**config.mk**
```make
export PLATFORM = sky130hd
export DESIGN_NAME = load_store_ctrl_flat
export DESIGN_NICKNAME = d
export VERILOG_FILES = /design/src/rtl/load_store_ctrl_if.sv /design/src/rtl/load_store_ctrl.sv /design/src/flat_wrapper.sv
export SDC_FILE = /design/constraint.sdc
export NUM_CORES = 1
export LEC_CHECK = 0
export CORE_ASPECT_RATIO = 1.2
export CORE_MARGIN = 1.5
export CORE_UTILIZATION = 50
export CTS_CLUSTER_DIAMETER = 80
export CTS_CLUSTER_SIZE = 40
export DETAILED_ROUTE_END_ITERATION = 7
export MAX_ROUTING_LAYER = met4
export PLACE_DENSITY = 0.92
export SLEW_MARGIN = 20
export SYNTH_ARGS = -nofsm -noshare
export SYNTH_HDL_FRONTEND = slang
export SYNTH_SLANG_ARGS = --single-unit
```
**constraint.sdc**
```tcl
create_clock -name clk -period 9.45 [get_ports clk]
set_input_delay 1.89 -clock clk [delete_from_list [all_inputs] [get_ports clk]]
set_output_delay 1.89 -clock clk [all_outputs]
set_load 0.01 [all_outputs]
```
**src/rtl/load_store_ctrl_if.sv**
```systemverilog
// Core-side request/response handshake plus the memory port of the load/store controller.
// The controller uses the slave view; the core and memory model use the master view.
interface load_store_ctrl_if;
  logic        req_valid;
  logic        req_ready;
  logic        req_wr;
  logic [2:0]  req_funct3;
  logic [31:0] req_base;
  logic [31:0] req_offset;
  logic [31:0] req_wdata;
  logic        resp_valid;
  logic        resp_ready;
  logic [31:0] resp_rdata;
  logic [2:0]  resp_fault;
  logic        mem_wr_en;
  logic [31:0] mem_address;
  logic [31:0] mem_in_val;
  logic [1:0]  mem_size;
  logic        mem_sz_ex_sel;
  logic [31:0] mem_out_val;

  // valid/ready: a transfer happens on a rising edge where both are 1; the
  // sender holds its payload stable from raising valid until that edge.
  modport slave (
    input  req_valid, req_wr, req_funct3, req_base, req_offset, req_wdata,
    output req_ready,
    output resp_valid, resp_rdata, resp_fault,
    input  resp_ready,
    output mem_wr_en, mem_address, mem_in_val, mem_size, mem_sz_ex_sel,
    input  mem_out_val
  );

  modport master (
    output req_valid, req_wr, req_funct3, req_base, req_offset, req_wdata,
    input  req_ready,
    input  resp_valid, resp_rdata, resp_fault,
    output resp_ready,
    input  mem_wr_en, mem_address, mem_in_val, mem_size, mem_sz_ex_sel,
    output mem_out_val
  );
endinterface

```
**src/rtl/load_store_ctrl.sv**
```systemverilog
// Load/store controller: computes base+offset, screens for faults, runs one
// memory access and returns data or a fault code over a valid/ready response.
module load_store_ctrl #(
  parameter int unsigned MEM_BYTES  = 256,
  parameter int unsigned IMEM_LIMIT = 64,
  parameter int unsigned MEM_RD_LAT = 1
) (
  input  logic                 clk,
  input  logic                 rst,
  load_store_ctrl_if.slave     bus,
  output logic [1:0]           dbg_state_o
);

  typedef enum logic [1:0] {
    IDLE = 2'd0,
    CALC = 2'd1,
    MEM  = 2'd2,
    RESP = 2'd3
  } state_t;

  localparam logic [2:0] F_OK  = 3'd0;
  localparam logic [2:0] F_MIS = 3'd1;
  localparam logic [2:0] F_WP  = 3'd2;
  localparam logic [2:0] F_OOR = 3'd3;
  localparam logic [2:0] F_ILL = 3'd4;

  state_t      state_q;
  logic        wr_q;
  logic [2:0]  funct3_q;
  logic [31:0] base_q;
  logic [31:0] offset_q;
  logic [31:0] wdata_q;
  logic [2:0]  cnt_q;
  logic        req_ready_q;
  logic        resp_valid_q;
  logic [31:0] resp_rdata_q;
  logic [2:0]  resp_fault_q;
  logic        mem_wr_en_q;
  logic [31:0] mem_address_q;
  logic [31:0] mem_in_val_q;
  logic [1:0]  mem_size_q;
  logic        mem_sz_ex_sel_q;

  logic [31:0] ea_d;
  logic [2:0]  fault_d;
  logic [31:0] ld_data_d;
  logic        sx;

  always_comb begin
    ea_d    = base_q + offset_q;
    fault_d = F_OK;
    // Priority: illegal encoding, then alignment, then range, then protection.
    if (funct3_q == 3'b011 || funct3_q == 3'b110 || funct3_q == 3'b111 ||
        (wr_q && funct3_q[2])) begin
      fault_d = F_ILL;
    end else if ((funct3_q[1:0] == 2'b01 && ea_d[0]) ||
                 (funct3_q[1:0] == 2'b10 && ea_d[1:0] != 2'b00)) begin
      fault_d = F_MIS;
    end else if (ea_d >= MEM_BYTES) begin
      fault_d = F_OOR;
    end else if (wr_q && ea_d < IMEM_LIMIT) begin
      fault_d = F_WP;
    end

    sx = ~funct3_q[2];
    case (funct3_q[1:0])
      2'b00:   ld_data_d = {{24{sx & bus.mem_out_val[7]}},  bus.mem_out_val[7:0]};
      2'b01:   ld_data_d = {{16{sx & bus.mem_out_val[15]}}, bus.mem_out_val[15:0]};
      default: ld_data_d = bus.mem_out_val;
    endcase
  end

  always_ff @(posedge clk or posedge rst) begin
    if (rst) begin
      state_q         <= IDLE;
      wr_q            <= 1'b0;
      funct3_q        <= 3'd0;
      base_q          <= 32'd0;
      offset_q        <= 32'd0;
      wdata_q         <= 32'd0;
      cnt_q           <= 3'd0;
      req_ready_q     <= 1'b1;
      resp_valid_q    <= 1'b0;
      resp_rdata_q    <= 32'd0;
      resp_fault_q    <= F_OK;
      mem_wr_en_q     <= 1'b0;
      mem_address_q   <= 32'd0;
      mem_in_val_q    <= 32'd0;
      mem_size_q      <= 2'd0;
      mem_sz_ex_sel_q <= 1'b0;
    end else begin
      case (state_q)
        IDLE: begin
          if (bus.req_valid) begin
            wr_q        <= bus.req_wr;
            funct3_q    <= bus.req_funct3;
            base_q      <= bus.req_base;
            offset_q    <= bus.req_offset;
            wdata_q     <= bus.req_wdata;
            req_ready_q <= 1'b0;
            state_q     <= CALC;
          end
        end
        CALC: begin
          if (fault_d != F_OK) begin
            resp_fault_q <= fault_d;
            resp_rdata_q <= 32'd0;
            resp_valid_q <= 1'b1;
            state_q      <= RESP;
          end else begin
            mem_address_q   <= ea_d;
            mem_size_q      <= funct3_q[1:0];
            mem_sz_ex_sel_q <= ~funct3_q[2];
            mem_wr_en_q     <= wr_q;
            if (wr_q) begin
              mem_in_val_q <= wdata_q;
            end
            cnt_q   <= 3'd0;
            state_q <= MEM;
          end
        end
        MEM: begin
          if (wr_q) begin
            mem_wr_en_q  <= 1'b0;
            resp_fault_q <= F_OK;
            resp_rdata_q <= 32'd0;
            resp_valid_q <= 1'b1;
            state_q      <= RESP;
          end else if (cnt_q == 3'(MEM_RD_LAT - 1)) begin
            resp_fault_q <= F_OK;
            resp_rdata_q <= ld_data_d;
            resp_valid_q <= 1'b1;
            state_q      <= RESP;
          end else begin
            cnt_q <= cnt_q + 3'd1;
          end
        end
        RESP: begin
          if (bus.resp_ready) begin
            resp_valid_q <= 1'b0;
            req_ready_q  <= 1'b1;
            state_q      <= IDLE;
          end
        end
        default: state_q <= IDLE;
      endcase
    end
  end

  assign bus.req_ready     = req_ready_q;
  assign bus.resp_valid    = resp_valid_q;
  assign bus.resp_rdata    = resp_rdata_q;
  assign bus.resp_fault    = resp_fault_q;
  assign bus.mem_wr_en     = mem_wr_en_q;
  assign bus.mem_address   = mem_address_q;
  assign bus.mem_in_val    = mem_in_val_q;
  assign bus.mem_size      = mem_size_q;
  assign bus.mem_sz_ex_sel = mem_sz_ex_sel_q;
  assign dbg_state_o       = state_q;

endmodule
```
**src/flat_wrapper.sv**
```systemverilog
// flat-port wrapper written by rule: the top's interface ports become plain ports
module load_store_ctrl_flat 
#(
  parameter int unsigned MEM_BYTES  = 256,
  parameter int unsigned IMEM_LIMIT = 64,
  parameter int unsigned MEM_RD_LAT = 1
)
  (clk, rst, dbg_state_o, bus_req_valid, bus_req_wr, bus_req_funct3, bus_req_base, bus_req_offset, bus_req_wdata, bus_req_ready, bus_resp_valid, bus_resp_rdata, bus_resp_fault, bus_resp_ready, bus_mem_wr_en, bus_mem_address, bus_mem_in_val, bus_mem_size, bus_mem_sz_ex_sel, bus_mem_out_val);
  load_store_ctrl_if bus_i ();
  input  logic clk;
  input  logic rst;
  output logic [1:0] dbg_state_o;
  input wire logic [$bits(bus_i.req_valid)-1:0] bus_req_valid;
  input wire logic [$bits(bus_i.req_wr)-1:0] bus_req_wr;
  input wire logic [$bits(bus_i.req_funct3)-1:0] bus_req_funct3;
  input wire logic [$bits(bus_i.req_base)-1:0] bus_req_base;
  input wire logic [$bits(bus_i.req_offset)-1:0] bus_req_offset;
  input wire logic [$bits(bus_i.req_wdata)-1:0] bus_req_wdata;
  output wire logic [$bits(bus_i.req_ready)-1:0] bus_req_ready;
  output wire logic [$bits(bus_i.resp_valid)-1:0] bus_resp_valid;
  output wire logic [$bits(bus_i.resp_rdata)-1:0] bus_resp_rdata;
  output wire logic [$bits(bus_i.resp_fault)-1:0] bus_resp_fault;
  input wire logic [$bits(bus_i.resp_ready)-1:0] bus_resp_ready;
  output wire logic [$bits(bus_i.mem_wr_en)-1:0] bus_mem_wr_en;
  output wire logic [$bits(bus_i.mem_address)-1:0] bus_mem_address;
  output wire logic [$bits(bus_i.mem_in_val)-1:0] bus_mem_in_val;
  output wire logic [$bits(bus_i.mem_size)-1:0] bus_mem_size;
  output wire logic [$bits(bus_i.mem_sz_ex_sel)-1:0] bus_mem_sz_ex_sel;
  input wire logic [$bits(bus_i.mem_out_val)-1:0] bus_mem_out_val;
  assign bus_i.req_valid = bus_req_valid;
  assign bus_i.req_wr = bus_req_wr;
  assign bus_i.req_funct3 = bus_req_funct3;
  assign bus_i.req_base = bus_req_base;
  assign bus_i.req_offset = bus_req_offset;
  assign bus_i.req_wdata = bus_req_wdata;
  assign bus_req_ready = bus_i.req_ready;
  assign bus_resp_valid = bus_i.resp_valid;
  assign bus_resp_rdata = bus_i.resp_rdata;
  assign bus_resp_fault = bus_i.resp_fault;
  assign bus_i.resp_ready = bus_resp_ready;
  assign bus_mem_wr_en = bus_i.mem_wr_en;
  assign bus_mem_address = bus_i.mem_address;
  assign bus_mem_in_val = bus_i.mem_in_val;
  assign bus_mem_size = bus_i.mem_size;
  assign bus_mem_sz_ex_sel = bus_i.mem_sz_ex_sel;
  assign bus_i.mem_out_val = bus_mem_out_val;
  load_store_ctrl #(.MEM_BYTES(MEM_BYTES), .IMEM_LIMIT(IMEM_LIMIT), .MEM_RD_LAT(MEM_RD_LAT)) u_core (.clk(clk), .rst(rst), .bus(bus_i), .dbg_state_o(dbg_state_o));
endmodule
```
Word-level counts from Yosys, hierarchy flattened
Index checks and enable logic that the tools add are counted.

word-level totals
  word-level logic and storage cells = 99
  input bits = 136
  register bits after elaboration = 210

cells by class
  bitwise logic cells = 4
  add/subtract/negate cells = 2
  equal/unequal tests = 16
  $lt $le $gt $ge = 2
  muxes and demuxes = 34
  reductions and logical operators = 25

operators by type and width
  operator               count
  $pmux W32 S2           2
  $mux W32               3
  $add A32 B32 Y32       1
  $ge A32 B9 Y1 const B  1
  $lt A32 B7 Y1 const B  1
  $mux W3                9
  $reduce_and A3 Y1      5
  $pmux W3 S2            2
  $mux W2                5
  $ne A2 B2 Y1 const B   5
  $mux W1                9
  $pmux W2 S4            1
  $reduce_and A4 Y1      2
  $eq A2 B2 Y1 const B   3
  $eq A3 B3 Y1 const B   2
  $reduce_bool A2 Y1     3
  $reduce_bool A3 Y1     2
  $eq A2 B1 Y1 const B   2
  $logic_and A1 B1 Y1    4
  $logic_not A2 Y1       2
  $logic_or A1 B1 Y1     4
  $ne A2 B1 Y1 const B   2
  $pmux W1 S2            2
  $reduce_and A2 Y1      2
  7 further kinds        9

Logic depth before layout (Yosys ltp)
Gate-level depths: netlist of run 1.

  depth after elaboration = 10
  depth in mapped cells = 14
  gate-level depth less buffers = 12

Worst setup path before layout of run 1
No wires, ideal clock.

  path type = reg-to-reg
  start point = register u_core.offset_q[0]
  end point = register u_core.mem_in_val_q[0] (netlist: u_core.bus.mem_in_val[0])
  period minus slack after synthesis = 3559 ps
  required time = 9325 ps
  arrival time = 3433 ps
  setup slack = 5891 ps
  stages on the path, launching flop included = 15
  cell sequence = dfrtp_1 > ha_1 > fa_1 > a211oi_2 > o21ai_2 > a21boi_0 > xnor2_1 > a2111oi_2 > o211ai_1 > nor4_2 > and4_1 > buf_4 > nand2_4 > buf_6 > mux2_4

on the way
  word-level cells in the longest chain between the ends = 10

ends and longest elaborated chain
  element                               line                    RTL
  start: declaration                    load_store_ctrl.sv:31   logic [31:0] offset_q;
  start signal: assignment              load_store_ctrl.sv:98   offset_q <= bus.req_offset;
  $add A32 B32 Y32 *                    load_store_ctrl.sv:50   ea_d = base_q + offset_q;
  $lt A32 B7 Y1                         load_store_ctrl.sv:61   end else if (wr_q && ea_d < IMEM_LIMIT) begin
  $logic_and A1 B1 Y1                   load_store_ctrl.sv:61
  $mux W2                               load_store_ctrl.sv:61
  $mux W3                               load_store_ctrl.sv:59   end else if (ea_d >= MEM_BYTES) begin
  $mux W3 *                             load_store_ctrl.sv:56   end else if ((funct3_q[1:0] == 2'b01 && ea_d[0]) ||
  $mux W3 *                             load_store_ctrl.sv:53   if (funct3_q == 3'b011 || funct3_q == 3'b110 || funct3_q == 3'b111 ||
  $reduce_bool A3 Y1 *                  load_store_ctrl.sv:105  if (fault_d != F_OK) begin
  $not A1 Y1 (no source line) *         -
  $reduce_and A3 Y1 (no source line) *  -
  end signal: assignment                load_store_ctrl.sv:116  mem_in_val_q <= wdata_q;
  end: declaration                      load_store_ctrl.sv:40   logic [31:0] mem_in_val_q;

Mark *: on every way between the ends. The rest lies on a longest branch, timed or not.
A chain may end at the register's enable or synchronous reset.

Worst setup path in the final report of run 1
  start point = register u_core.offset_q[13]
  end point = register u_core.mem_in_val_q[17] (netlist: u_core.bus.mem_in_val[17])

on the way
  word-level cells in the longest chain between the ends = 10

ends and longest elaborated chain
  element                               line
  $add A32 B32 Y32 *                    load_store_ctrl.sv:50
  $lt A32 B7 Y1                         load_store_ctrl.sv:61
  $logic_and A1 B1 Y1                   load_store_ctrl.sv:61
  $mux W2                               load_store_ctrl.sv:61
  $mux W3 *                             load_store_ctrl.sv:59
  $mux W3 *                             load_store_ctrl.sv:56
  $mux W3 *                             load_store_ctrl.sv:53
  $reduce_bool A3 Y1 *                  load_store_ctrl.sv:105
  $not A1 Y1 (no source line) *         -
  $reduce_and A3 Y1 (no source line) *  -

Marks and branches as above.

==> metrics.cfg, run 1 <==
[clocking]
holdBufCountCts = 0
cts_resized = 0
clk_pin_slew_worst_paths_ns = 0.13
cts_max_path_buffers = 3
ctsRootBufferMaster = clkbuf_16
cts_made_buffers = 11
post_cts_buffers = 0
clock-sinks = 210
htreeDepth = 1
clk_latency_ns = 0.50
tritoncts = built

[logic_synthesis]
synth_warnings = 0
synth_top_flop_cell = dfrtp_1
avgSynthCellArea_um2 = 12.0
synth_area_mm2 = 0.0107
yosysTopAreaCell = dfrtp_1
synth_fp_nets = 1068
synth_area_leaders = dfrtp_1 (49%), mux2_2 (12%), mux2_4 (7.1%), ha_1 (4.3%), a21oi_1 (3.0%)
async_flop_share = 1.00
synth_adder_area_share = 0.0450
synth_cell_types = 78
syn_inst = 894
synth_top_family_by_area = multiplexers
synth_edf_count = 0
yosys.area.top_type_share = 0.487
synth-simple-area-share = 0.0798
yosysSeqAreaShare = 0.490
synth_compound_area_frac = 0.128
synth_xor_area_frac = 0.0147
ys_ff_latch = 210
muxShareOfSynthArea = 0.205

[worst_setup_path]
critical-path-max-stage-delay_ns = 0.98
crit_start = u_core.offset_q[13]
cp-start-kind = register
cp-end-kind = register
worst_path_max_delay_cell = and4_2
path_delay_family = simple AND/OR/NAND/NOR gates
r2r_end = u_core.bus.mem_in_val[17]
r2r-start = u_core.offset_q[13]
r2r_slack_ns = 4.49
path_buf_inv = 0
arrival_ns = 5.32
crit_fanout = 43
crit_cells = 11
cp_cell_sequence = ha_1 > a21o_1 > a31oi_1 > and2_1 > a2111oi_2 > a21oi_1 > xnor2_1 > nor4_2 > and4_2 > nand2_4 > mux2_4
worstSetupPathType = register to register
worstPathRequired_ns = 9.81
r2r_cells = 11

[route]
met3WireLength_mm = 1.38
wl_mm = 26.3
highest_layer = met4
met1Wirelength_mm = 10.6
vias = 7804
drc = 0
drt_iter0_drc = 588
met2_length_mm = 13.3
drt.antenna.violating_nets = 0
wl_per_cell_um = 19.1
dr.pass1.iters = 5
drt-vias-per-instance = 5.66

[placed_design]
dp_slack_ns = 4.45
placed_cell_area_mm2 = 0.0133
io_buffers = 242
detailed_place_hpwl_mm = 19.6
place.gp.congestion = 0.918

[min_path]
whs_endpoint = u_core.bus.mem_in_val[1]
timing.hold.worst_path_depth = 1
hold_start = u_core.wdata_q[1]
hold_path.class = register to register

[pwr]
p_comb_frac = 0.574
swShare = 0.427
p_int_mw = 2.67
powerDensity_mw_per_mm2 = 341
total_power_mw = 4.66
p_leak_nw = 6.13
p_clk_frac = 0.121
seqPwrFrac = 0.306
p_sw_mw = 1.99
ir_drop_uv = 249

[timing]
slew_viol_final = 0
setup_viol = 0
fin_skew_ns = 0.0361
clock.fmax_ghz = 0.202
tns_ns = 0
maxSlewHeadroom = 0.291
period_minus_slack_ns = 4.96
setup_ws_ns = 4.49
tightest_slew_ns = 1.06
rsz0062_at_grt = false
finalCritPeriodShare = 0.525
holdWs_ns = 0.482
finalHoldViolCount = 0

[run]
max-cap-violations = 0

[grt]
antenna_found_initial = 0
first_global_vias = 8194
grt.total_usage = 0.245
grt_overflow = 0
grt_pass1_wl_mm = 42.1
grt_start_max_net_pins = 144

[finish]
nets = 1280
drive_gt1_frac = 0.188
final_area_mm2 = 0.0137
synthToLayoutAreaGrowth_pct = 27.4
diodes = 0

[floorplan]
start_util = 0.512
die_w_um = 137
dieArea_mm2 = 0.0224
num_rows = 58
die_h_um = 163
ios = 243
coreArea_mm2 = 0.0210

[outcome]
status = finished clean

[worst max-delay path by stage]
stage / endpoint
6_report: u_core.bus.mem_in_val[17]
5_1_grt: u_core.bus.mem_in_val[31]
4_1_cts: u_core.bus.mem_in_val[31]
3_5_place_dp: u_core.bus.mem_in_val[31]
3_3_place_gp: u_core.bus.mem_in_val[22]
2_1_floorplan: u_core.base_q[0]
[cell type report]
type | count | area, um2
fill | 1561 | 7300
timing repair buffer | 245 | 2440
tap | 270 | 338
inverter | 43 | 169
clock buffer | 12 | 279
sequential | 210 | 5260
multi-input combinational | 595 | 5080
clock inverter | 5 | 103
[state kept, by name, summed over array words and instances (netlist names), 2 cells and up]
name	count
u_core.funct3_q	3
u_core.offset_q	32
u_core.bus.mem_size	2
u_core.dbg_state_o	2
u_core.bus.resp_rdata	32
u_core.wdata_q	32
u_core.bus.mem_in_val	32
u_core.bus.resp_fault	3
u_core.cnt_q	3
u_core.base_q	32
u_core.bus.mem_address	32
[metal layers]
metal / GRT usage / vias up
li1: - / 3656
met1: 0.295 / 3859
met2: 0.414 / 228
met3: 0.0382 / 61
met4: 0.0875 / 0
met5: - / -
[cell usage in the layout, fill, tap and decap left out, drive strengths merged, types with 4 or more instances in the layout]
cell / n
nor3: 5
nor2: 20
o21a: 10
a21o: 11
nand2b: 4
ha: 37
and2: 6
mux2: 166
clkdlybuf4s50: 242
inv: 46
o21ai: 43
dfrtp: 209
nand3: 11
nand4: 12
nor2b: 25
nor4: 5
xor2: 7
o22ai: 4
o211ai: 13
mux2i: 14
clkbuf: 12
and4: 5
a31oi: 7
xnor2: 11
a211oi: 11
a21oi: 66
nand2: 46
[synthesized netlist by cell type (all sizes together), types with 3 or more instances]
library cell    n
and4            5
nand4          12
inv            43
xnor2          11
a21boi          3
nor4            5
nor2b          25
nand3          11
a21oi          66
o211ai         13
mux2          166
nor3            5
o21a           10
and3            3
nand2          46
o21ai          43
a2111o          3
buf            21
a211oi         11
mux2i          14
o22ai           4
o221ai          3
xor2            7
nor2           20
and3b           3
dfrtp         209
a31oi           7
clkbuf         25
and2            6
nand2b          4
a21o           11
ha             37
[through the flow]
stage	util	cells
2_1_floorplan	-	894
3_3_place_gp	0.633	1363
3_5_place_dp	0.633	1363
4_1_cts	0.652	1380
5_1_grt	0.652	1380
6_report	0.652	1380
[worst reg2reg max path, delay by kind of cell, from the launching register on]
kind / cells / cell delay [ns]
multiplexers: 1 / 0.48
adder cells (fa/ha/maj): 1 / 0.49
flip-flops: 1 / 0.41
XOR/XNOR: 1 / 0.19
AO/OA/AOI/OAI: 4 / 1.14
AND/OR/NAND/NOR: 4 / 2.13
[cell families (layout without fill, tap and decap cells)]
logic type | after synthesis | after routing
and+or+nand+nor | 154 | 154
muxes | 180 | 180
buffers and inverters | 89 | 305
adders and majority gates | 38 | 38
xor gates and xnor gates | 18 | 18
AOI/OAI and AO/OA | 205 | 205
DFF | 210 | 210
[power by group through the flow]
| stage | sequential (mW) | combinational (mW) | clock, mW |
|---|---|---|---|
| finish | 1.42 | 2.67 | 0.562 |
| global route | 1.46 | 2.93 | 0.605 |
| CTS | 1.42 | 2.66 | 0.578 |
| detailed placement | 1.44 | 2.64 | 0 |
| global placement | 1.42 | 2.59 | 0 |
| floorplan | 1.40 | 1.96 | 0 |
No activity file was read; power rests on OpenSTA's default activity.
==> run 2: changes to the inputs <==
==> constraint.sdc (replaced) <==
create_clock -name clk -period 5.1 [get_ports clk]
set_input_delay 1.02 -clock clk [delete_from_list [all_inputs] [get_ports clk]]
set_output_delay 1.02 -clock clk [all_outputs]
set_load 0.01 [all_outputs]
==> run 2 against run 1 <==
Compared with the run above:
- clock-buffer cell count stayed put
- setup slack worse by 3.8 ns
- die area stayed put
- critical path depth is 2 higher
- wire length is 1.7% higher
- sequential share of layout area is 0.091 points lower
- core utilization is 0.16 points higher
- sequential cell count stayed put
- maximum frequency is 12% higher
- via count hardly changed
==> metrics.cfg, run 2 (same netlist as run 1, synthesis figures left out) <==
[outcome]
status = finished clean

[worst_setup_path]
cp-end-kind = register
r2r_end = u_core.bus.resp_rdata[29]
worst_path_max_delay_cell = nor2_4
r2r_slack_ns = 0.69
arrival_ns = 4.79
r2r_cells = 13
critical-path-max-stage-delay_ns = 0.49
worstPathRequired_ns = 5.48
crit_fanout = 21
cp-start-kind = register
worstSetupPathType = register to register
cp_cell_sequence = ha_1 > fa_1 > a211oi_2 > o21ai_2 > a211oi_1 > o21ai_0 > mux2i_1 > o211ai_1 > nor4_2 > and4_2 > nor2_4 > buf_4 > mux2_2
r2r-start = u_core.offset_q[0]

[placed_design]
io_buffers = 242
dp.cells = 1367
place.gp.congestion = 0.909
detailed_place_hpwl_mm = 20.0

[pwr]
ir_drop_uv = 361
powerDensity_mw_per_mm2 = 631
p_leak_nw = 6.15
total_power_mw = 8.64

[floorplan]
coreArea_mm2 = 0.0210
dieArea_mm2 = 0.0224
die_w_um = 137
start_util = 0.512
ios = 243
die_h_um = 163
num_rows = 58

[clocking]
cts_made_buffers = 11
htreeDepth = 1
ctsRootBufferMaster = clkbuf_16
cts_max_path_buffers = 3
holdBufCountCts = 0
clock-sinks = 210
cts_resized = 0
post_cts_buffers = 0
clk_pin_slew_worst_paths_ns = 0.13
clk_latency_ns = 0.49
tritoncts = built

[min_path]
hold_path.class = register to register
timing.hold.worst_path_depth = 1
whs_endpoint = u_core.bus.mem_in_val[0]
hold_start = u_core.wdata_q[0]

[route]
met2_length_mm = 13.2
drt-vias-per-instance = 5.64
highest_layer = met4
wl_mm = 26.7
vias = 7810
met3WireLength_mm = 1.31
drt_iter0_drc = 356
met1Wirelength_mm = 11.0
wl_per_cell_um = 19.3
dr.pass1.iters = 5
drt.antenna.violating_nets = 0
drc = 0

[timing]
rsz0062_at_grt = false
clock.fmax_ghz = 0.227
slew_viol_final = 0
tns_ns = 0
tightest_slew_ns = 1.03
setup_viol = 0
holdWs_ns = 0.509
fin_skew_ns = 0.0437
maxSlewHeadroom = 0.313
finalHoldViolCount = 0
finalCritPeriodShare = 0.864
period_minus_slack_ns = 4.41

[finish]
drive_gt1_frac = 0.192
nets = 1284
final_util = 0.653
synthToLayoutAreaGrowth_pct = 27.7
instances_no_fill = 1384
layout_common_cells = clkdlybuf4s50_1 (242), dfrtp_1 (209), mux2_2 (115)
diodes = 0
layout_commonest_cell = clkdlybuf4s50_1
n_fill_cell = 1565

[grt]
antenna_found_initial = 0
grt_start_max_net_pins = 172
grt_pass1_wl_mm = 42.8
grt_overflow = 0
first_global_vias = 8388
grt.total_usage = 0.248

[run]
max-cap-violations = 0

## run 2: cell types whose count changed in the layout (fill, tap and decap cells not counted), sizes merged
| cell | previous run | this run |
|---|---|---|
| buf | 3 | 7 |
| clkinv | 2 | 1 |
| bufinv | 0 | 1 |
| clkinvlp | 0 | 2 |
| inv | 46 | 44 |
## run 2: layout make-up
cell class              instances  area (um2)  area share
multi-input cells             595        5080       0.371
clock inverters                 5        86.3     0.00630
well taps                     270         338      0.0247
clock buffers                  12         289      0.0211
inverters                      43         165      0.0121
repair buffers                249        2490       0.182
flip-flops and latches        210        5260       0.384
## run 2: worst max-delay path by stage
| stage | start | end | slack, ns | cells past startpoint |
|---|---|---|---|---|
| after floorplan | rst | u_core.base_q[0] | 1.35 | 1 |
| after global placement | u_core.offset_q[0] | u_core.bus.mem_in_val[2] | 0.78 | 12 |
| after detailed placement | u_core.offset_q[0] | u_core.bus.mem_in_val[23] | 0.69 | 12 |
| after CTS | u_core.base_q[0] | u_core.bus.resp_rdata[29] | 0.68 | 13 |
| after global routing | u_core.base_q[0] | u_core.bus.resp_rdata[29] | 0.31 | 13 |
| final | u_core.offset_q[0] | u_core.bus.resp_rdata[29] | 0.69 | 13 |
## run 2: worst max-delay path: cells and delay by family (launching register included)
kind / cells / cell delay [ns]
and+or+nand+nor: 3 / 0.98
buffers and inverters: 1 / 0.46
muxes: 2 / 0.56
AOI/OAI and AO/OA: 5 / 1.19
DFF: 1 / 0.40
adders and majority gates: 2 / 0.68
## run 2: metal layers
layer,track usage,vias to the layer above
li1,-,3666
met1,0.296,3845
met2,0.415,223
met3,0.0366,76
met4,0.110,0
met5,-,-
## run 2: through the flow
stage	area (um2)	setup WS, ns
2_1_floorplan	10700	1.35
3_3_place_gp	13300	0.779
3_5_place_dp	13300	0.693
4_1_cts	13700	0.677
5_1_grt	13700	0.314
6_report	13700	0.693
## run 2: power by group
group	internal, mW	switching (mW)
Combinational	2.28	2.66
Sequential	2.23	0.418
Clock	0.486	0.569
Total	4.99	3.65
